## config.mk

```make
export PLATFORM = sky130hd
export DESIGN_NAME = vga_vram_arbiter
export DESIGN_NICKNAME = d
export VERILOG_FILES = /design/src/rtl/vga_vram_pkg.sv /design/src/rtl/vga_pix_fifo.sv /design/src/rtl/vga_vram_arbiter.sv
export SDC_FILE = /design/constraint.sdc
export NUM_CORES = 1
export LEC_CHECK = 0
export CORE_MARGIN = 5
export CORE_UTILIZATION = 35
export DETAILED_ROUTE_END_ITERATION = 7
export PLACE_DENSITY = 0.69
export SYNTH_ARGS = -nofsm -noshare
export SYNTH_HDL_FRONTEND = slang
export SYNTH_SLANG_ARGS = --single-unit
```

## constraint.sdc

```tcl
create_clock -name clk -period 5.1 [get_ports clk]
set_input_delay 1.02 -clock clk [delete_from_list [all_inputs] [get_ports clk]]
set_output_delay 1.02 -clock clk [all_outputs]
set_load 0.01 [all_outputs]
```

## src/rtl/vga_vram_pkg.sv

```systemverilog
// Shared constants and types for the VGA/VRAM arbiter slice.
// Optional byte masking is enabled with VRAM_BYTE_MASK_EN.
package vga_vram_pkg;

  localparam int H_ACTIVE = 640;
  localparam int V_ACTIVE = 480;
  localparam int PIX_PER_WORD = 4;
  localparam int WORDS_PER_FRAME =
    H_ACTIVE * V_ACTIVE / PIX_PER_WORD;

  typedef enum logic [1:0] {
    IDLE,
    FETCH,
    DONE
  } state_t;

  localparam int R_MSB = 7;
  localparam int R_LSB = 5;
  localparam int G_MSB = 4;
  localparam int G_LSB = 2;
  localparam int B_MSB = 1;
  localparam int B_LSB = 0;

endpackage

```

## src/rtl/vga_pix_fifo.sv

```systemverilog
// Prefetch FIFO holding VRAM words ahead of pixel scan-out.
// Flush has priority over push and pop.
module vga_pix_fifo #(
  parameter int DEPTH = 4,
  parameter int W = 32
) (
  input  logic                     clk,
  input  logic                     clr,
  input  logic                     flush,
  input  logic                     push,
  input  logic [W-1:0]             din,
  input  logic                     pop,
  output logic [W-1:0]             dout,
  output logic                     empty,
  output logic [$clog2(DEPTH):0]   count
);

  localparam int AW = $clog2(DEPTH);

  logic [W-1:0]  mem [DEPTH];
  logic [AW-1:0] wp;
  logic [AW-1:0] rp;
  logic          full;
  logic          do_push;
  logic          do_pop;

  assign empty   = (count == '0);
  assign full    = (count == (AW+1)'(DEPTH));
  assign do_push = push && !full && !flush;
  assign do_pop  = pop && !empty && !flush;
  assign dout    = mem[rp];

  always_ff @(posedge clk or negedge clr) begin
    if (!clr) begin
      wp    <= '0;
      rp    <= '0;
      count <= '0;
    end else if (flush) begin
      wp    <= '0;
      rp    <= '0;
      count <= '0;
    end else begin
      if (do_push) wp <= wp + 1'b1;
      if (do_pop)  rp <= rp + 1'b1;
      unique case (1'b1)
        do_push && !do_pop: count <= count + 1'b1;
        do_pop && !do_push: count <= count - 1'b1;
        default: ;
      endcase
    end
  end

  always_ff @(posedge clk) begin
    if (do_push) mem[wp] <= din;
  end

endmodule

```

## src/rtl/vga_vram_arbiter.sv

```systemverilog
// Single-port VRAM arbiter: display prefetch first, host writes otherwise.
// Define VRAM_BYTE_MASK_EN to add per-byte host write enables.
module vga_vram_arbiter #(
  parameter int WORDS_PER_FRAME = vga_vram_pkg::WORDS_PER_FRAME,
  parameter int FIFO_DEPTH = 4,
  parameter int ADDR_W = 17
) (
  input  logic              clk,
  input  logic              clr,
  input  logic              frame_start,
  input  logic              vidon,
  input  logic              wr_valid,
  output logic              wr_ready,
  input  logic [ADDR_W-1:0] wr_addr,
  input  logic [31:0]       wr_data,
`ifdef VRAM_BYTE_MASK_EN
  input  logic [3:0]        wr_be,
  output logic [3:0]        mem_be,
`endif
  output logic              mem_en,
  output logic              mem_we,
  output logic [ADDR_W-1:0] mem_addr,
  output logic [31:0]       mem_wdata,
  input  logic [31:0]       mem_rdata,
  output logic [2:0]        red,
  output logic [2:0]        green,
  output logic [1:0]        blue,
  output logic              underrun
);

  import vga_vram_pkg::*;

  localparam int CW = $clog2(FIFO_DEPTH) + 1;
  localparam logic [ADDR_W-1:0] LAST =
    ADDR_W'(WORDS_PER_FRAME - 1);

  state_t            state;
  state_t            nstate;
  logic [ADDR_W-1:0] rd_ptr;
  logic              rd_pend;
  logic              rd_drop;
  logic              rd_slot;
  logic              room;
  logic [1:0]        sub;
  logic [7:0]        pix;
  logic [31:0]       f_dout;
  logic              f_empty;
  logic [CW-1:0]     f_count;
  logic              f_push;
  logic              f_pop;

  always_ff @(posedge clk or negedge clr) begin
    if (!clr) state <= IDLE;
    else      state <= nstate;
  end

  always_comb begin
    nstate = state;
    unique case (1'b1)
      frame_start: nstate = FETCH;
      !frame_start && state == FETCH &&
        rd_slot && rd_ptr == LAST: nstate = DONE;
      default: ;
    endcase
  end

  // In-flight read counts against FIFO space so prefetch never overfills.
  always_comb begin
    room      = (int'(f_count) + int'(rd_pend)) < FIFO_DEPTH;
    rd_slot   = clr && state == FETCH && room;
    wr_ready  = clr && !rd_slot;
    mem_en    = rd_slot || (wr_ready && wr_valid);
    mem_we    = wr_ready && wr_valid;
    mem_addr  = rd_slot ? rd_ptr : wr_addr;
    mem_wdata = wr_data;
`ifdef VRAM_BYTE_MASK_EN
    mem_be    = rd_slot ? 4'b0000 : wr_be;
`endif
  end

  always_ff @(posedge clk or negedge clr) begin
    if (!clr) begin
      rd_ptr  <= '0;
      rd_pend <= 1'b0;
      rd_drop <= 1'b0;
    end else begin
      rd_pend <= rd_slot;
      if (frame_start) begin
        rd_ptr  <= '0;
        rd_drop <= rd_slot;
      end else begin
        rd_drop <= 1'b0;
        if (rd_slot) rd_ptr <= rd_ptr + 1'b1;
      end
    end
  end

  assign f_push = rd_pend && !rd_drop;
  assign f_pop  = vidon && !f_empty &&
                  !frame_start && sub == 2'd3;

  vga_pix_fifo #(
    .DEPTH (FIFO_DEPTH),
    .W     (32)
  ) u_fifo (
    .clk   (clk),
    .clr   (clr),
    .flush (frame_start),
    .push  (f_push),
    .din   (mem_rdata),
    .pop   (f_pop),
    .dout  (f_dout),
    .empty (f_empty),
    .count (f_count)
  );

  assign pix = f_dout[{sub, 3'b000} +: 8];

  always_ff @(posedge clk or negedge clr) begin
    if (!clr) begin
      red      <= '0;
      green    <= '0;
      blue     <= '0;
      underrun <= 1'b0;
      sub      <= '0;
    end else begin
      red   <= '0;
      green <= '0;
      blue  <= '0;
      if (frame_start) begin
        sub      <= '0;
        underrun <= 1'b0;
      end else if (vidon) begin
        if (f_empty) begin
          underrun <= 1'b1;
        end else begin
          red   <= pix[R_MSB:R_LSB];
          green <= pix[G_MSB:G_LSB];
          blue  <= pix[B_MSB:B_LSB];
          sub   <= sub + 1'b1;
        end
      end
    end
  end

endmodule

```

==> results of run 1 <==
state kept, by name, summed over array words and instances, names as in the netlist, 3 cells and up:
signal,count
u_fifo.mem,128
red,3
u_fifo.count,3
rd_ptr,17
green,3
synthesized netlist by cell type (all sizes together):
| cell type | n |
|---|---|
| a211o | 1 |
| a21oi | 12 |
| a22oi | 8 |
| and2 | 4 |
| and3 | 5 |
| and4 | 3 |
| and4bb | 1 |
| buf | 46 |
| clkbuf | 2 |
| dfrtp | 39 |
| edfxtp | 128 |
| fa | 1 |
| ha | 6 |
| inv | 8 |
| mux2 | 25 |
| mux2i | 3 |
| mux4 | 32 |
| nand2 | 30 |
| nand3 | 5 |
| nand4 | 9 |
| nor2 | 18 |
| nor2b | 4 |
| nor3 | 4 |
| nor4b | 2 |
| o21ai | 11 |
| o311ai | 1 |
| o31ai | 2 |
| o32a | 1 |
| o32ai | 1 |
| or3 | 9 |
| or3b | 1 |
| or4 | 1 |
| xnor2 | 5 |
| xor2 | 6 |
final timing paths:
kind	start	endpoint	slack (ns)	depth (start not counted)
min in group asynchronous	clr	rd_ptr[0]	0.69	2
worst min-delay path	underrun	underrun	0.52	2
max in group asynchronous	clr	underrun	4.00	2
worst min register to register	underrun	underrun	0.52	2
worst max register to register	sub[0]	blue[0]	2.41	5
worst max-delay path	clr	mem_addr[13]	1.25	6
through the flow:
step | cells | hold slack (ns) | utilization, %
floorplan | 434 | 0.4744 | -
global placement | 748 | 0.5042 | 39.91
detailed placement | 748 | 0.5089 | 39.91
CTS | 780 | 0.5287 | 43.03
global route | 780 | 0.5334 | 43.03
finish | 781 | 0.5191 | 43.04
power groups by stage:
stage | clock [mW] | combinational [mW] | sequential [mW]
global placement | 0 | 0.215 | 1.55
CTS | 1.35 | 0.224 | 1.53
finish | 1.32 | 0.219 | 1.53
floorplan | 0 | 0.150 | 1.54
global route | 1.42 | 0.238 | 1.53
detailed placement | 0 | 0.223 | 1.56
cell type report:
cell class                 count  area, um^2  area share [%]
sequential                   167        4820           55.34
multi-input combinational    211        1998           22.94
timing repair buffer          92       890.9           10.23
clock buffer                  17       425.4           4.884
tap                          270       337.8           3.879
clock inverter                15       205.2           2.356
inverter                       8       30.03          0.3448
antenna                        1       2.502         0.02873
metal layers:
metal	vias to the layer above	GRT usage [%]
met5	-	0
met4	0	5.551
met3	44	3.449
met2	117	22.20
met1	1952	15.47
li1	1767	-
worst reg2reg max path: cells and delay by family (launching register included):
| kind | cells | cell delay (ns) |
|---|---|---|
| compound gates | 1 | 0.18 |
| buf+inv | 1 | 0.45 |
| flops | 1 | 0.96 |
| mux | 2 | 0.90 |
| simple gates | 1 | 0.09 |
kinds of logic after synthesis:
kind of cell             share of synthesized area (%)
flip-flops                                       66.93
AND/OR/NAND/NOR                                  7.054
multiplexers                                     14.54
buffers and inverters                            5.317
AO/OA/AOI/OAI                                    3.388
XOR/XNOR                                         1.442
adder cells (fa/ha/maj)                          1.321
==> impl_metrics.csv, run 1 <==
group,metric,value,unit
drt,dr_wl_met2,7601,um
logic_synthesis,synth_top_area_share,53.38,%
pwr,netSwitchingPower,730.1,uW
worst_hold_path,hp-class,"flip-flop to flip-flop",
worst_setup_path,crit_buf_inv,3,
place,dp_hpwl,9978,um
cells_and_area,layout_common_cells,"edfxtp_1 (128), clkdlybuf4s50_1 (81), dfrtp_1 (39)",
floorplanning,die_width,153.4,um
timing,setup_ws,1.252,ns
cells_and_area,fin_area,0.008710,mm^2
global_routing,grt_pass1_wl,23600,um
floorplanning,core-area,0.02023,mm^2
floorplanning,die-area,0.02354,mm^2
timing,period_needed,3.848,ns
timing,worst_pin_slew,1.223,ns
logic_synthesis,synth-seq-cells,167,
worst_setup_path,worstPathCellList,"buf_2 > and4bb_1 > nand2_4 > inv_2 > mux2_2 > clkdlybuf4s50_1",
cells_and_area,area.growth.synth_to_final,20.96,%
pwr,seqPwrFrac,49.8,%
drt,dr_wl_met3,952,um
place,pre_cts_ws,1.228,ns
timing,setup_viol,0,
status,outcome,"complete, no violations",
worst_setup_path,cpPeakStageDelay,0.48,ns
logic_synthesis,syn_nets,527,
clock_tree,cts-resized-gates,0,
logic_synthesis,yosys-top-cells-area,"edfxtp_1 (53%), dfrtp_1 (14%), mux4_2 (9.1%), mux2_2 (3.8%), buf_4 (3.5%)",
cells_and_area,final_common_cell,"edfxtp_1",
timing,grt_setup_unrepaired,"no",
logic_synthesis,synth_top_cell_by_area,"edfxtp_1",
timing,final_hold_viol_count,0,
drt,firstDrtPassIters,5,
clock_tree,cts_made_buffers,17,
drt,met1_length,6079,um
drt,drt-vias-per-instance,4.968,
global_routing,grt_overflow,0,
cells_and_area,final_nets,590,
clock_tree,cts_max_level,4,
worst_setup_path,cp-end-kind,"primary output",
floorplanning,num_io_pins,147,
timing,max_freq,259.8,MHz
global_routing,grt_max_degree,42,
worst_setup_path,arrival,2.83,ns
pwr,p_total,3.065,mW
timing,tns,0,ns
drt,vias,3880,
worst_setup_path,required,4.08,ns
place,gp_congestion,0.7726,
clock_tree,clk-insertion-delay-late,0.43,ns
pwr,swShare,23.82,%
worst_setup_path,critPathLaunchType,"input pin",
drt,drtAntennaViolNets,0,
drt,drt_iter0_markers,207,
timing,fin_skew,0.01193,ns
worst_setup_path,slowest_stage,"clkdlybuf4s50_1",
logic_synthesis,synth-seq-area-share,66.93,%
place,port_buffers,82,
clock_tree,cts.path.max_buffers,2,
pwr,peakVddDrop,0.0002787,V
clock_tree,cts_root_buf,"clkbuf_16",
cells_and_area,drive_gt1_share,20.39,%
global_routing,grt_usage,12.96,%
clock_tree,cts_tree,"yes",
worst_setup_path,crit_family,"buffers and inverters",
logic_synthesis,synth_cell_type_count,45,
logic_synthesis,yosysWarningCount,0,
pwr,clock_power_share,43.1,%
global_routing,grt_pass1_vias,4199,
worst_setup_path,path_max_fanout,18,
clock_tree,cts_hold_buf,0,
cells_and_area,num-fill-cells,1770,
clock_tree,post_cts_buffers,0,
floorplanning,die_h,153.4,um
place,postPlaceCellArea,0.008077,mm^2
pwr,comb_power_share,7.1,%
run,maxCapViolations,0,
pwr,power.density,351.9,mW/mm^2
floorplanning,start_util,35.59,%
timing,maxSlewHeadroom,18.23,%
logic_synthesis,synth_cells,434,
drt,wl_per_cell,19.31,um
timing,drv_slew,0,
pwr,p_int,2.335,mW
drt,wirelength,15080,um
logic_synthesis,synth_area_per_cell,16.59,um^2
clock_tree,clk_pin_slew,0.06,ns
pwr,leakagePower,3.014,nW
worst_setup_path,crit_type,"input pin to primary output",
drt,drc,0,
global_routing,antenna_found_initial,0,
drt,routed.top_layer,"met4",
timing,finalCritPeriodShare,75.46,%
clock_tree,clkSinkCount,167,
logic_synthesis,netlist_area,0.007201,mm^2
floorplanning,rows,52,
Power figures use the tool's default switching activity.
==> run 2, diff against run 1 <==
- clock period: 5.1 -> 3.6 ns (I/O delays scaled with it)
==> impl_metrics.csv, run 2 (synthesis results as in run 1) <==
group,metric,value,unit
worst_setup_path,r2r-end,"u_fifo.count[2]",
timing,tns,0,ns
timing,max_freq,292.3,MHz
timing,fin_skew,0.01622,ns
timing,maxSlewHeadroom,26.45,%
cells_and_area,area.growth.synth_to_final,21.04,%
worst_setup_path,rr_startpoint,"sub[1]",
place,dp_hpwl,9984,um
floorplanning,core-area,0.02023,mm^2
worst_setup_path,cp-end-kind,"primary output",
cells_and_area,layout_common_cells,"edfxtp_1 (128), clkdlybuf4s50_1 (81), dfrtp_1 (39)",
global_routing,grt_usage,13.12,%
cells_and_area,seqCellArea,0.004820,mm^2
clock_tree,cts_root_buf,"clkbuf_16",
clock_tree,cts_tree,"yes",
clock_tree,post_cts_buffers,0,
clock_tree,cts_max_level,4,
clock_tree,cts_made_buffers,17,
cells_and_area,largest-register,"u_fifo.mem",
floorplanning,rows,52,
floorplanning,die-area,0.02354,mm^2
drt,wirelength,15390,um
pwr,power.density,499.0,mW/mm^2
worst_hold_path,hp-class,"input pin to async pin",
floorplanning,die_h,153.4,um
global_routing,antenna_found_initial,1,
cells_and_area,largest_register_ffs,128,
worst_setup_path,crit_type,"flip-flop to primary output",
run,maxCapViolations,0,
drt,vias,4003,
place,port_buffers,82,
drt,wl_per_cell,19.68,um
clock_tree,cts.path.max_buffers,2,
drt,drc,0,
worst_setup_path,required,2.88,ns
drt,firstDrtPassIters,4,
clock_tree,cts-resized-gates,0,
timing,finalCritPeriodShare,95.02,%
timing,worst_pin_slew,1.100,ns
timing,setup_viol,0,
floorplanning,num_io_pins,147,
place,gp_congestion,0.7739,
timing,fin_hold_ws,0.4157,ns
global_routing,grt_max_degree,42,
status,outcome,"complete, no violations",
pwr,leakagePower,3.024,nW
global_routing,grt_pass1_vias,4252,
global_routing,grt_pass1_wl,23760,um
cells_and_area,final_nets,591,
global_routing,grt_overflow,0,
drt,drtAntennaViolNets,0,
clock_tree,clk-insertion-delay-late,0.43,ns
worst_setup_path,r2r_cells,7,
clock_tree,cts_hold_buf,0,
floorplanning,die_width,153.4,um
worst_setup_path,critPathLaunchType,"flip-flop",
pwr,peakVddDrop,0.0005308,V
worst_setup_path,arrival,2.70,ns
drt,drt-vias-per-instance,5.119,
timing,period_needed,3.421,ns
timing,grt_setup_unrepaired,"no",
clock_tree,clkSinkCount,167,
worst_setup_path,r2r_slack,0.99,ns
clock_tree,clk_pin_slew,0.07,ns
worst_setup_path,path_max_fanout,18,
cells_and_area,num-fill-cells,1747,
cells_and_area,multi_input_area,0.001998,mm^2
cells_and_area,top_regs,"u_fifo.mem: 128 flops, rd_ptr: 17 flops",
cells_and_area,drive_gt1_share,20.55,%
timing,drv_slew,0,
drt,drt_iter0_markers,205,
timing,final_hold_viol_count,0,
floorplanning,start_util,35.59,%
cells_and_area,final_common_cell,"edfxtp_1",
-- run 2: cell types whose count changed in the layout (fill, tap and decap cells not counted), sizes merged --
| cell | change |
|---|---|
| clkinv | +2 |
| clkinvlp | -2 |
| buf | +1 |
-- run 2: final cells by class --
| type | count | area share (%) |
|---|---|---|
| clock inverter | 15 | 2.326 |
| tap | 270 | 3.876 |
| inverter | 8 | 0.3589 |
| antenna | 1 | 0.02871 |
| timing repair buffer | 93 | 10.31 |
| multi-input combinational | 211 | 22.93 |
| clock buffer | 17 | 4.881 |
| sequential | 167 | 55.30 |
-- run 2: worst max path at each step --
stage / end / startpoint / cells after the start
floorplan: mem_addr[10] / clr / 6
global placement: mem_addr[3] / clr / 6
detailed placement: mem_addr[13] / clr / 6
CTS: mem_addr[13] / u_fifo.count[2] / 5
global route: mem_addr[7] / u_fifo.count[0] / 5
finish: mem_addr[13] / u_fifo.count[0] / 5
-- run 2: worst max-delay path: stages, from the launching register on --
cell             delay [ns]
dfrtp_1                0.55
nand3_1                0.33
nand2_4                0.23
clkinv_2               0.30
mux2_2                 0.33
clkdlybuf4s50_1        0.54
-- run 2: metrics by stage --
| step | cells | setup slack, ns | utilization [%] | power [mW] | instance area (um^2) |
|---|---|---|---|---|---|
| after floorplan | 434 | 1.031 | - | 2.400 | 7201 |
| after global placement | 749 | 0.3659 | 39.95 | 2.508 | 8084 |
| after detailed placement | 749 | 0.2935 | 39.95 | 2.522 | 8084 |
| after CTS | 781 | 0.08989 | 43.06 | 4.408 | 8712 |
| after global routing | 782 | 0.01155 | 43.07 | 4.514 | 8716 |
| final | 782 | 0.1792 | 43.07 | 4.350 | 8716 |
-- run 2: power breakdown --
part           internal [mW]  leakage [nW]  switching (mW)  total, mW
sequential              2.13          1.69          0.0258       2.15
combinational          0.173          1.03           0.148      0.321
clock                   1.01         0.303           0.868       1.88
total                   3.31          3.02            1.04       4.35
-- run 2: routing by layer --
layer  vias to the layer above  GRT usage (%)  share of wire (%)
met1                      2060          15.43                 40
met4                         0          6.266                3.3
met2                       126          22.26                 50
met5                         -              0                  0
li1                       1778              -                  -
met3                        39          3.647                6.4
